==> src/rtl/pipe_hold_ctrl_if.sv <==
// Handshake bundle between the hold controller and its requesters (EX, CLINT, RIB, ID).
// master drives the requests and observes hold/redirect; slave is the controller itself.
interface pipe_hold_ctrl_if;
   logic        jump_flag_i;
   logic [31:0] jump_addr_i;
   logic        hold_flag_ex_i;
   logic        hold_flag_rib_i;
   logic        int_assert_i;
   logic [31:0] int_addr_i;
   logic        hold_flag_clint_i;
   logic        ex_is_load_i;
   logic [4:0]  ex_rd_waddr_i;
   logic [4:0]  id_rs1_raddr_i;
   logic        id_rs1_re_i;
   logic [4:0]  id_rs2_raddr_i;
   logic        id_rs2_re_i;
   logic [2:0]  hold_flag_o;
   logic        jump_flag_o;
   logic [31:0] jump_addr_o;
   logic        bus_err_o;

   modport master (
      output jump_flag_i, jump_addr_i, hold_flag_ex_i, hold_flag_rib_i, int_assert_i,
             int_addr_i, hold_flag_clint_i, ex_is_load_i, ex_rd_waddr_i,
             id_rs1_raddr_i, id_rs1_re_i, id_rs2_raddr_i, id_rs2_re_i,
      input  hold_flag_o, jump_flag_o, jump_addr_o, bus_err_o
   );

   modport slave (
      input  jump_flag_i, jump_addr_i, hold_flag_ex_i, hold_flag_rib_i, int_assert_i,
             int_addr_i, hold_flag_clint_i, ex_is_load_i, ex_rd_waddr_i,
             id_rs1_raddr_i, id_rs1_re_i, id_rs2_raddr_i, id_rs2_re_i,
      output hold_flag_o, jump_flag_o, jump_addr_o, bus_err_o
   );
endinterface

==> src/rtl/pipe_hold_ctrl.sv <==
// Pipeline hold/redirect sequencer: merges stall sources into one hold level, issues PC
// redirects with zero latency, counts post-redirect bubbles and watches for bus-wait timeouts.
module pipe_hold_ctrl #(
   parameter int unsigned FLUSH_CYCLES = 1,
   parameter int unsigned BUS_TIMEOUT  = 255
) (
   input  logic             clk,
   input  logic             rst,
   pipe_hold_ctrl_if.slave  bus
);
   localparam logic [2:0] HOLD_NONE = 3'd0;
   localparam logic [2:0] HOLD_PC   = 3'd1;
   localparam logic [2:0] HOLD_ID   = 3'd3;

   localparam logic [1:0] ST_RUN   = 2'd0;
   localparam logic [1:0] ST_FLUSH = 2'd1;
   localparam logic [1:0] ST_LDUSE = 2'd2;

   localparam logic [1:0] FLUSH_LOAD  = 2'(FLUSH_CYCLES);
   localparam logic [7:0] TIMEOUT_M1  = 8'(BUS_TIMEOUT - 1);

   logic [1:0]  state_q, state_d;
   logic [1:0]  flush_cnt_q, flush_cnt_d;
   logic [7:0]  bus_cnt_q, bus_cnt_d;

   logic        redirect;
   logic        ld_use_raw;
   logic        ld_use_hit;
   logic [2:0]  hold;
   logic        jump_flag;
   logic [31:0] jump_addr;
   logic        bus_err;

   always_comb begin
      redirect   = bus.int_assert_i | bus.jump_flag_i;
      ld_use_raw = bus.ex_is_load_i && (bus.ex_rd_waddr_i != 5'd0) &&
                   ((bus.id_rs1_re_i && (bus.id_rs1_raddr_i == bus.ex_rd_waddr_i)) ||
                    (bus.id_rs2_re_i && (bus.id_rs2_raddr_i == bus.ex_rd_waddr_i)));
      // The load has already moved on while in LDUSE, so a match now is stale.
      ld_use_hit = ld_use_raw && (state_q != ST_LDUSE);

      state_d     = state_q;
      flush_cnt_d = flush_cnt_q;
      bus_cnt_d   = 8'd0;
      hold        = HOLD_NONE;
      jump_flag   = 1'b0;
      jump_addr   = 32'd0;
      bus_err     = 1'b0;

      if (bus.int_assert_i) begin
         jump_flag = 1'b1;
         jump_addr = bus.int_addr_i;
      end else if (bus.jump_flag_i) begin
         jump_flag = 1'b1;
         jump_addr = bus.jump_addr_i;
      end

      // Ordered lowest to highest so the strongest request wins.
      if (bus.hold_flag_rib_i)
         hold = HOLD_PC;
      if (redirect || bus.hold_flag_clint_i || bus.hold_flag_ex_i || ld_use_hit ||
          (state_q == ST_FLUSH))
         hold = HOLD_ID;

      if (bus.hold_flag_rib_i) begin
         if (bus_cnt_q == TIMEOUT_M1) begin
            bus_err   = 1'b1;
            bus_cnt_d = 8'd0;
         end else if (bus_cnt_q != 8'hff) begin
            bus_cnt_d = bus_cnt_q + 8'd1;
         end else begin
            bus_cnt_d = bus_cnt_q;
         end
      end

      if (redirect) begin
         flush_cnt_d = FLUSH_LOAD;
         state_d     = (FLUSH_CYCLES == 0) ? ST_RUN : ST_FLUSH;
      end else begin
         case (state_q)
            ST_RUN:   if (ld_use_hit) state_d = ST_LDUSE;
            ST_FLUSH: begin
               flush_cnt_d = flush_cnt_q - 2'd1;
               if (flush_cnt_q <= 2'd1) begin
                  flush_cnt_d = 2'd0;
                  state_d     = ST_RUN;
               end
            end
            ST_LDUSE: state_d = ST_RUN;
            default:  state_d = ST_RUN;
         endcase
      end

      if (rst) begin
         hold      = HOLD_NONE;
         jump_flag = 1'b0;
         jump_addr = 32'd0;
         bus_err   = 1'b0;
      end
   end

   always_ff @(posedge clk) begin
      if (rst) begin
         state_q     <= ST_RUN;
         flush_cnt_q <= 2'd0;
         bus_cnt_q   <= 8'd0;
      end else begin
         state_q     <= state_d;
         flush_cnt_q <= flush_cnt_d;
         bus_cnt_q   <= bus_cnt_d;
      end
   end

   assign bus.hold_flag_o = hold;
   assign bus.jump_flag_o = jump_flag;
   assign bus.jump_addr_o = jump_addr;
   assign bus.bus_err_o   = bus_err;
endmodule
==> src/flat_wrapper.sv <==
// flat-port wrapper written by rule: the top's interface ports become plain ports
module pipe_hold_ctrl_flat 
#(
   parameter int unsigned FLUSH_CYCLES = 1,
   parameter int unsigned BUS_TIMEOUT  = 255
)
  (clk, rst, bus_jump_flag_i, bus_jump_addr_i, bus_hold_flag_ex_i, bus_hold_flag_rib_i, bus_int_assert_i, bus_int_addr_i, bus_hold_flag_clint_i, bus_ex_is_load_i, bus_ex_rd_waddr_i, bus_id_rs1_raddr_i, bus_id_rs1_re_i, bus_id_rs2_raddr_i, bus_id_rs2_re_i, bus_hold_flag_o, bus_jump_flag_o, bus_jump_addr_o, bus_bus_err_o);
  pipe_hold_ctrl_if bus_i ();
  input  logic clk;
  input  logic rst;
  input wire logic [$bits(bus_i.jump_flag_i)-1:0] bus_jump_flag_i;
  input wire logic [$bits(bus_i.jump_addr_i)-1:0] bus_jump_addr_i;
  input wire logic [$bits(bus_i.hold_flag_ex_i)-1:0] bus_hold_flag_ex_i;
  input wire logic [$bits(bus_i.hold_flag_rib_i)-1:0] bus_hold_flag_rib_i;
  input wire logic [$bits(bus_i.int_assert_i)-1:0] bus_int_assert_i;
  input wire logic [$bits(bus_i.int_addr_i)-1:0] bus_int_addr_i;
  input wire logic [$bits(bus_i.hold_flag_clint_i)-1:0] bus_hold_flag_clint_i;
  input wire logic [$bits(bus_i.ex_is_load_i)-1:0] bus_ex_is_load_i;
  input wire logic [$bits(bus_i.ex_rd_waddr_i)-1:0] bus_ex_rd_waddr_i;
  input wire logic [$bits(bus_i.id_rs1_raddr_i)-1:0] bus_id_rs1_raddr_i;
  input wire logic [$bits(bus_i.id_rs1_re_i)-1:0] bus_id_rs1_re_i;
  input wire logic [$bits(bus_i.id_rs2_raddr_i)-1:0] bus_id_rs2_raddr_i;
  input wire logic [$bits(bus_i.id_rs2_re_i)-1:0] bus_id_rs2_re_i;
  output wire logic [$bits(bus_i.hold_flag_o)-1:0] bus_hold_flag_o;
  output wire logic [$bits(bus_i.jump_flag_o)-1:0] bus_jump_flag_o;
  output wire logic [$bits(bus_i.jump_addr_o)-1:0] bus_jump_addr_o;
  output wire logic [$bits(bus_i.bus_err_o)-1:0] bus_bus_err_o;
  assign bus_i.jump_flag_i = bus_jump_flag_i;
  assign bus_i.jump_addr_i = bus_jump_addr_i;
  assign bus_i.hold_flag_ex_i = bus_hold_flag_ex_i;
  assign bus_i.hold_flag_rib_i = bus_hold_flag_rib_i;
  assign bus_i.int_assert_i = bus_int_assert_i;
  assign bus_i.int_addr_i = bus_int_addr_i;
  assign bus_i.hold_flag_clint_i = bus_hold_flag_clint_i;
  assign bus_i.ex_is_load_i = bus_ex_is_load_i;
  assign bus_i.ex_rd_waddr_i = bus_ex_rd_waddr_i;
  assign bus_i.id_rs1_raddr_i = bus_id_rs1_raddr_i;
  assign bus_i.id_rs1_re_i = bus_id_rs1_re_i;
  assign bus_i.id_rs2_raddr_i = bus_id_rs2_raddr_i;
  assign bus_i.id_rs2_re_i = bus_id_rs2_re_i;
  assign bus_hold_flag_o = bus_i.hold_flag_o;
  assign bus_jump_flag_o = bus_i.jump_flag_o;
  assign bus_jump_addr_o = bus_i.jump_addr_o;
  assign bus_bus_err_o = bus_i.bus_err_o;
  pipe_hold_ctrl #(.FLUSH_CYCLES(FLUSH_CYCLES), .BUS_TIMEOUT(BUS_TIMEOUT)) u_core (.clk(clk), .rst(rst), .bus(bus_i));
endmodule
==> config.mk <==
export PLATFORM = sky130hd
export DESIGN_NAME = pipe_hold_ctrl_flat
export DESIGN_NICKNAME = d
export VERILOG_FILES = /design/src/rtl/pipe_hold_ctrl_if.sv /design/src/rtl/pipe_hold_ctrl.sv /design/src/flat_wrapper.sv
export SDC_FILE = /design/constraint.sdc
export NUM_CORES = 1
export LEC_CHECK = 0
export ABC_AREA = 1
export CAP_MARGIN = 10
export CORE_MARGIN = 5
export CORE_UTILIZATION = 28
export CTS_CLUSTER_DIAMETER = 100
export DETAILED_ROUTE_END_ITERATION = 6
export PLACE_DENSITY = 0.86
export RECOVER_POWER = 100
export SLEW_MARGIN = 0
export SYNTH_ARGS = -nofsm -noshare
export SYNTH_HDL_FRONTEND = slang
export SYNTH_SLANG_ARGS = --single-unit
export TNS_END_PERCENT = 100
==> constraint.sdc <==
create_clock -name clk -period 1.5 [get_ports clk]
set_clock_uncertainty 0.1 [all_clocks]
set_input_delay 0.375 -clock clk [delete_from_list [all_inputs] [get_ports clk]]
set_output_delay 0.375 -clock clk [all_outputs]
set_load 0.02 [all_outputs]
==> impl_results.md <==
- Final Hold Viols: 0
- Final Cycle Share: 1.21
- Vias per inst: 5.02
- 1st-iter DRT viols: 91
- Gpl congestion: 0.827
- Via count: 2,308
- Met2 Wirelength: 4680 microns
- CP Max Fanout: 5
- Clock share of power: 0.228
- Peak supply drop: 454 uV
- Crit path arrival time: 1.34 ns
- Internal: 1.04 mW
- Residual DRC: 0
- Clock buffer depth: 2
- Clock root buffer: clkbuf_8
- Net Switching: 0.571 mW
- Reg2Reg Setup Slack: -0.07 ns
- Sw Ratio: 0.355
- Leak: 1.69 nW
- Sinks on Clock Net: 12
- CP max stage cell: clkbuf_16
- Reg clk slew, reported paths: 0.06 ns
- Detailed Place HPWL: 5320 microns
- Core area: 4690 sq um
- Antenna-violating nets left: 0
- Crit-path max cell delay: 0.16 ns
- Final critical-path setup slack: -0.317 ns
- Area grow syn2layout: 178%
- Setup crit start kind: primary input
- Syn Area/Cell: 5.36 sq um
- Metal1 wirelength: 2680 microns
- Cell mode on critical path: buf_6
- Row count: 25
- GRT Overall Usage: 0.219
- Reg2reg start: u_core.bus_cnt_q[1]
- Placed insts: 444
- Top Family by Delay on Critical Path: buffers and inverters
- Post-synthesis sequential area ratio: 0.179
- Min-Delay Endpoint: u_core.flush_cnt_q[1]
- Buffers & Inverters on Critical Path: 5
- Diodes inserted: 0
- Worst slack at placement: -1.20 ns
- Final Net Count: 498
- Final worst path period need: 1.82 ns
- Worst setup EP type: output pin
- Leading cell types in the layout, fill and taps excluded: clkdlybuf4s50_1 (64), nand2_1 (62), buf_6 (48)
- Final setup violation count: 42
- Die height: 79.1 microns
- Seq pwr share: 0.206
- Design Area, Final: 3730 sq um
- Hold Path Stages: 2
- Clock Latency Late Sink: 0.24 ns
- Hold buffer count at CTS: 0
- Ys Warns: 0
- Status: complete, but fails checks
- CP Data Required Time: 1.02 ns
- Met3 WL: 526 microns
- Most common cell after layout, fill and taps aside: clkdlybuf4s50_1
- Critical setup path kind: primary input to output pin
- Initial Utilization: 0.285
- Capturing point of the worst reg2reg path: u_core.bus_cnt_q[0]
- Register bit total from synthesis: 12
- Post-Syn Nets: 341
- Drt wl/cell: 18.0 microns
- Reg2reg path depth: 8
- Final wirelength: 8270 microns
- Count of pins over their slew limit: 0
- Library cells used by synthesis: 30
- Unrepaired setup endpoints after global routing: yes
- Hold Crit Class: register to register
- Port Buffers: 124
- Share of layout cells above drive strength 1: 0.547
- Top routing layer used: met4
- First-pass GRT wire length: 11,100 microns
- Finished Layout Cells: 460
- Synth Cell Area: 1340 sq um
- Failing checks: setup timing
- First drt pass iteration count: 5
- Critical-path cell list: buf_8 > buf_6 > nor2_4 > buf_6 > clkbuf_16 > nand2_4 > a21oi_4 > buf_6
- CTS H-tree depth: 1
- Comb power frac: 0.566
- Synth Instances: 250
- Hold Path Origin: u_core.flush_cnt_q[1]
- CTS tree: done
- PD cells: 432 nW/um^2
- Area after DPL: 3220 sq um
- Vias in the first global route: 2,383
- Initial antenna violation count: 0
- Io pins: 126
- Max Fclk: 550 MHz
- Die area: 6260 sq um
- Largest net degree at the start of global routing: 18
- Cts bufs inserted: 3
- Die width: 79.1 microns
- Maxcap violations: 0
- GRT Residual Overflow: 0
[how the worst max path moves through the flow]
stage,from,to,cells after the start
6_report,bus_int_assert_i,bus_jump_addr_o[9],8
3_5_place_dp,bus_ex_rd_waddr_i[0],bus_hold_flag_o[0],12
2_1_floorplan,bus_int_assert_i,bus_hold_flag_o[0],6
5_1_grt,bus_ex_rd_waddr_i[2],bus_hold_flag_o[0],12
4_1_cts,bus_int_assert_i,bus_hold_flag_o[0],7
3_3_place_gp,bus_ex_rd_waddr_i[0],bus_hold_flag_o[0],12
[final cells by class]
type	count	area, sq um
sequential	12	249
tap	54	67.6
inverter	30	124
timing repair buffer	164	1680
multi-input combinational	196	1550
clock buffer	4	55.1
fill	278	966
[worst reg2reg max path: stages, from the launching register on]
cell,delay [ns]
dfxtp_1,0.38
clkbuf_2,0.18
ha_2,0.19
inv_2,0.05
nor2_4,0.14
inv_2,0.08
nor2_8,0.12
o21ai_0,0.09
a21oi_1,0.16
[through the flow]
stage | hold slack, ns | total power, mW | utilization | TNS (ns)
CTS | 0.357 | 1.53 | 0.749 | -10.68
detailed placement | 0.349 | 1.10 | 0.687 | -39.31
global route | 0.433 | 1.67 | 0.794 | -12.54
floorplan | 0.334 | 0.695 | - | -1.59
finish | 0.402 | 1.61 | 0.794 | -10.37
global placement | 0.343 | 1.09 | 0.687 | -38.35
[timing repair]
item / in CTS / in global routing
cloned: 1 / 2
setup buffers: 6 / 8
pin swaps: 24 / 37
setup endpoints to repair: 39 / 40
gates resized for setup: 308 / 106
[power by group through the flow]
stage	Clock (mW)	Combinational, mW	Sequential (mW)
after floorplan	0	0.358	0.336
after global placement	0	0.751	0.335
after detailed placement	0	0.766	0.336
after CTS	0.362	0.839	0.329
after global routing	0.385	0.957	0.332
final	0.368	0.911	0.332
[flip-flops by register name, indices dropped and copies added (netlist names)]
name                count
u_core.state_q          2
u_core.bus_cnt_q        8
u_core.flush_cnt_q      2
[cell families (layout without fill, tap and decap cells)]
group	count (synthesis)	after routing	share of synthesized area
buffers and inverters	42	198	0.134
xor gates and xnor gates	2	2	0.0131
and+or+nand+nor	147	147	0.476
AOI/OAI and AO/OA	44	44	0.177
other	1	1	0.00280
DFF	12	12	0.179
adders and majority gates	2	2	0.0187
[metal layers]
| metal | GRT usage | vias to the layer above |
|---|---|---|
| li1 | - | 1094 |
| met1 | 0.212 | 1070 |
| met2 | 0.434 | 112 |
| met3 | 0.0465 | 32 |
| met4 | 0.105 | 0 |
| met5 | 0 | - |
[cell usage after synthesis]
cell | number | share of area
inv_2 | 2 | 0.0056
xnor2_1 | 1 | 0.0065
nor2_8 | 1 | 0.015
inv_1 | 27 | 0.076
or2_1 | 2 | 0.0093
nor4_2 | 1 | 0.0093
a31oi_1 | 3 | 0.014
ha_1 | 2 | 0.019
buf_2 | 3 | 0.011
xor2_1 | 1 | 0.0065
nor2_4 | 1 | 0.0084
o21ai_0 | 3 | 0.011
nand2_2 | 3 | 0.014
nand3_1 | 7 | 0.026
a21oi_1 | 36 | 0.13
clkbuf_1 | 5 | 0.014
nand2_1 | 105 | 0.29
nor3_1 | 1 | 0.0037
buf_4 | 4 | 0.022
nor2_2 | 3 | 0.014
conb_1 | 1 | 0.0028
nand4_2 | 1 | 0.0093
nand3_2 | 1 | 0.0075
inv_4 | 1 | 0.0047
or2_2 | 2 | 0.0093
o211a_1 | 1 | 0.0075
nor2_1 | 18 | 0.050
nand4_1 | 1 | 0.0047
a211oi_2 | 1 | 0.0093
dfxtp_1 | 12 | 0.18
No activity file was read; power rests on OpenSTA's default activity.
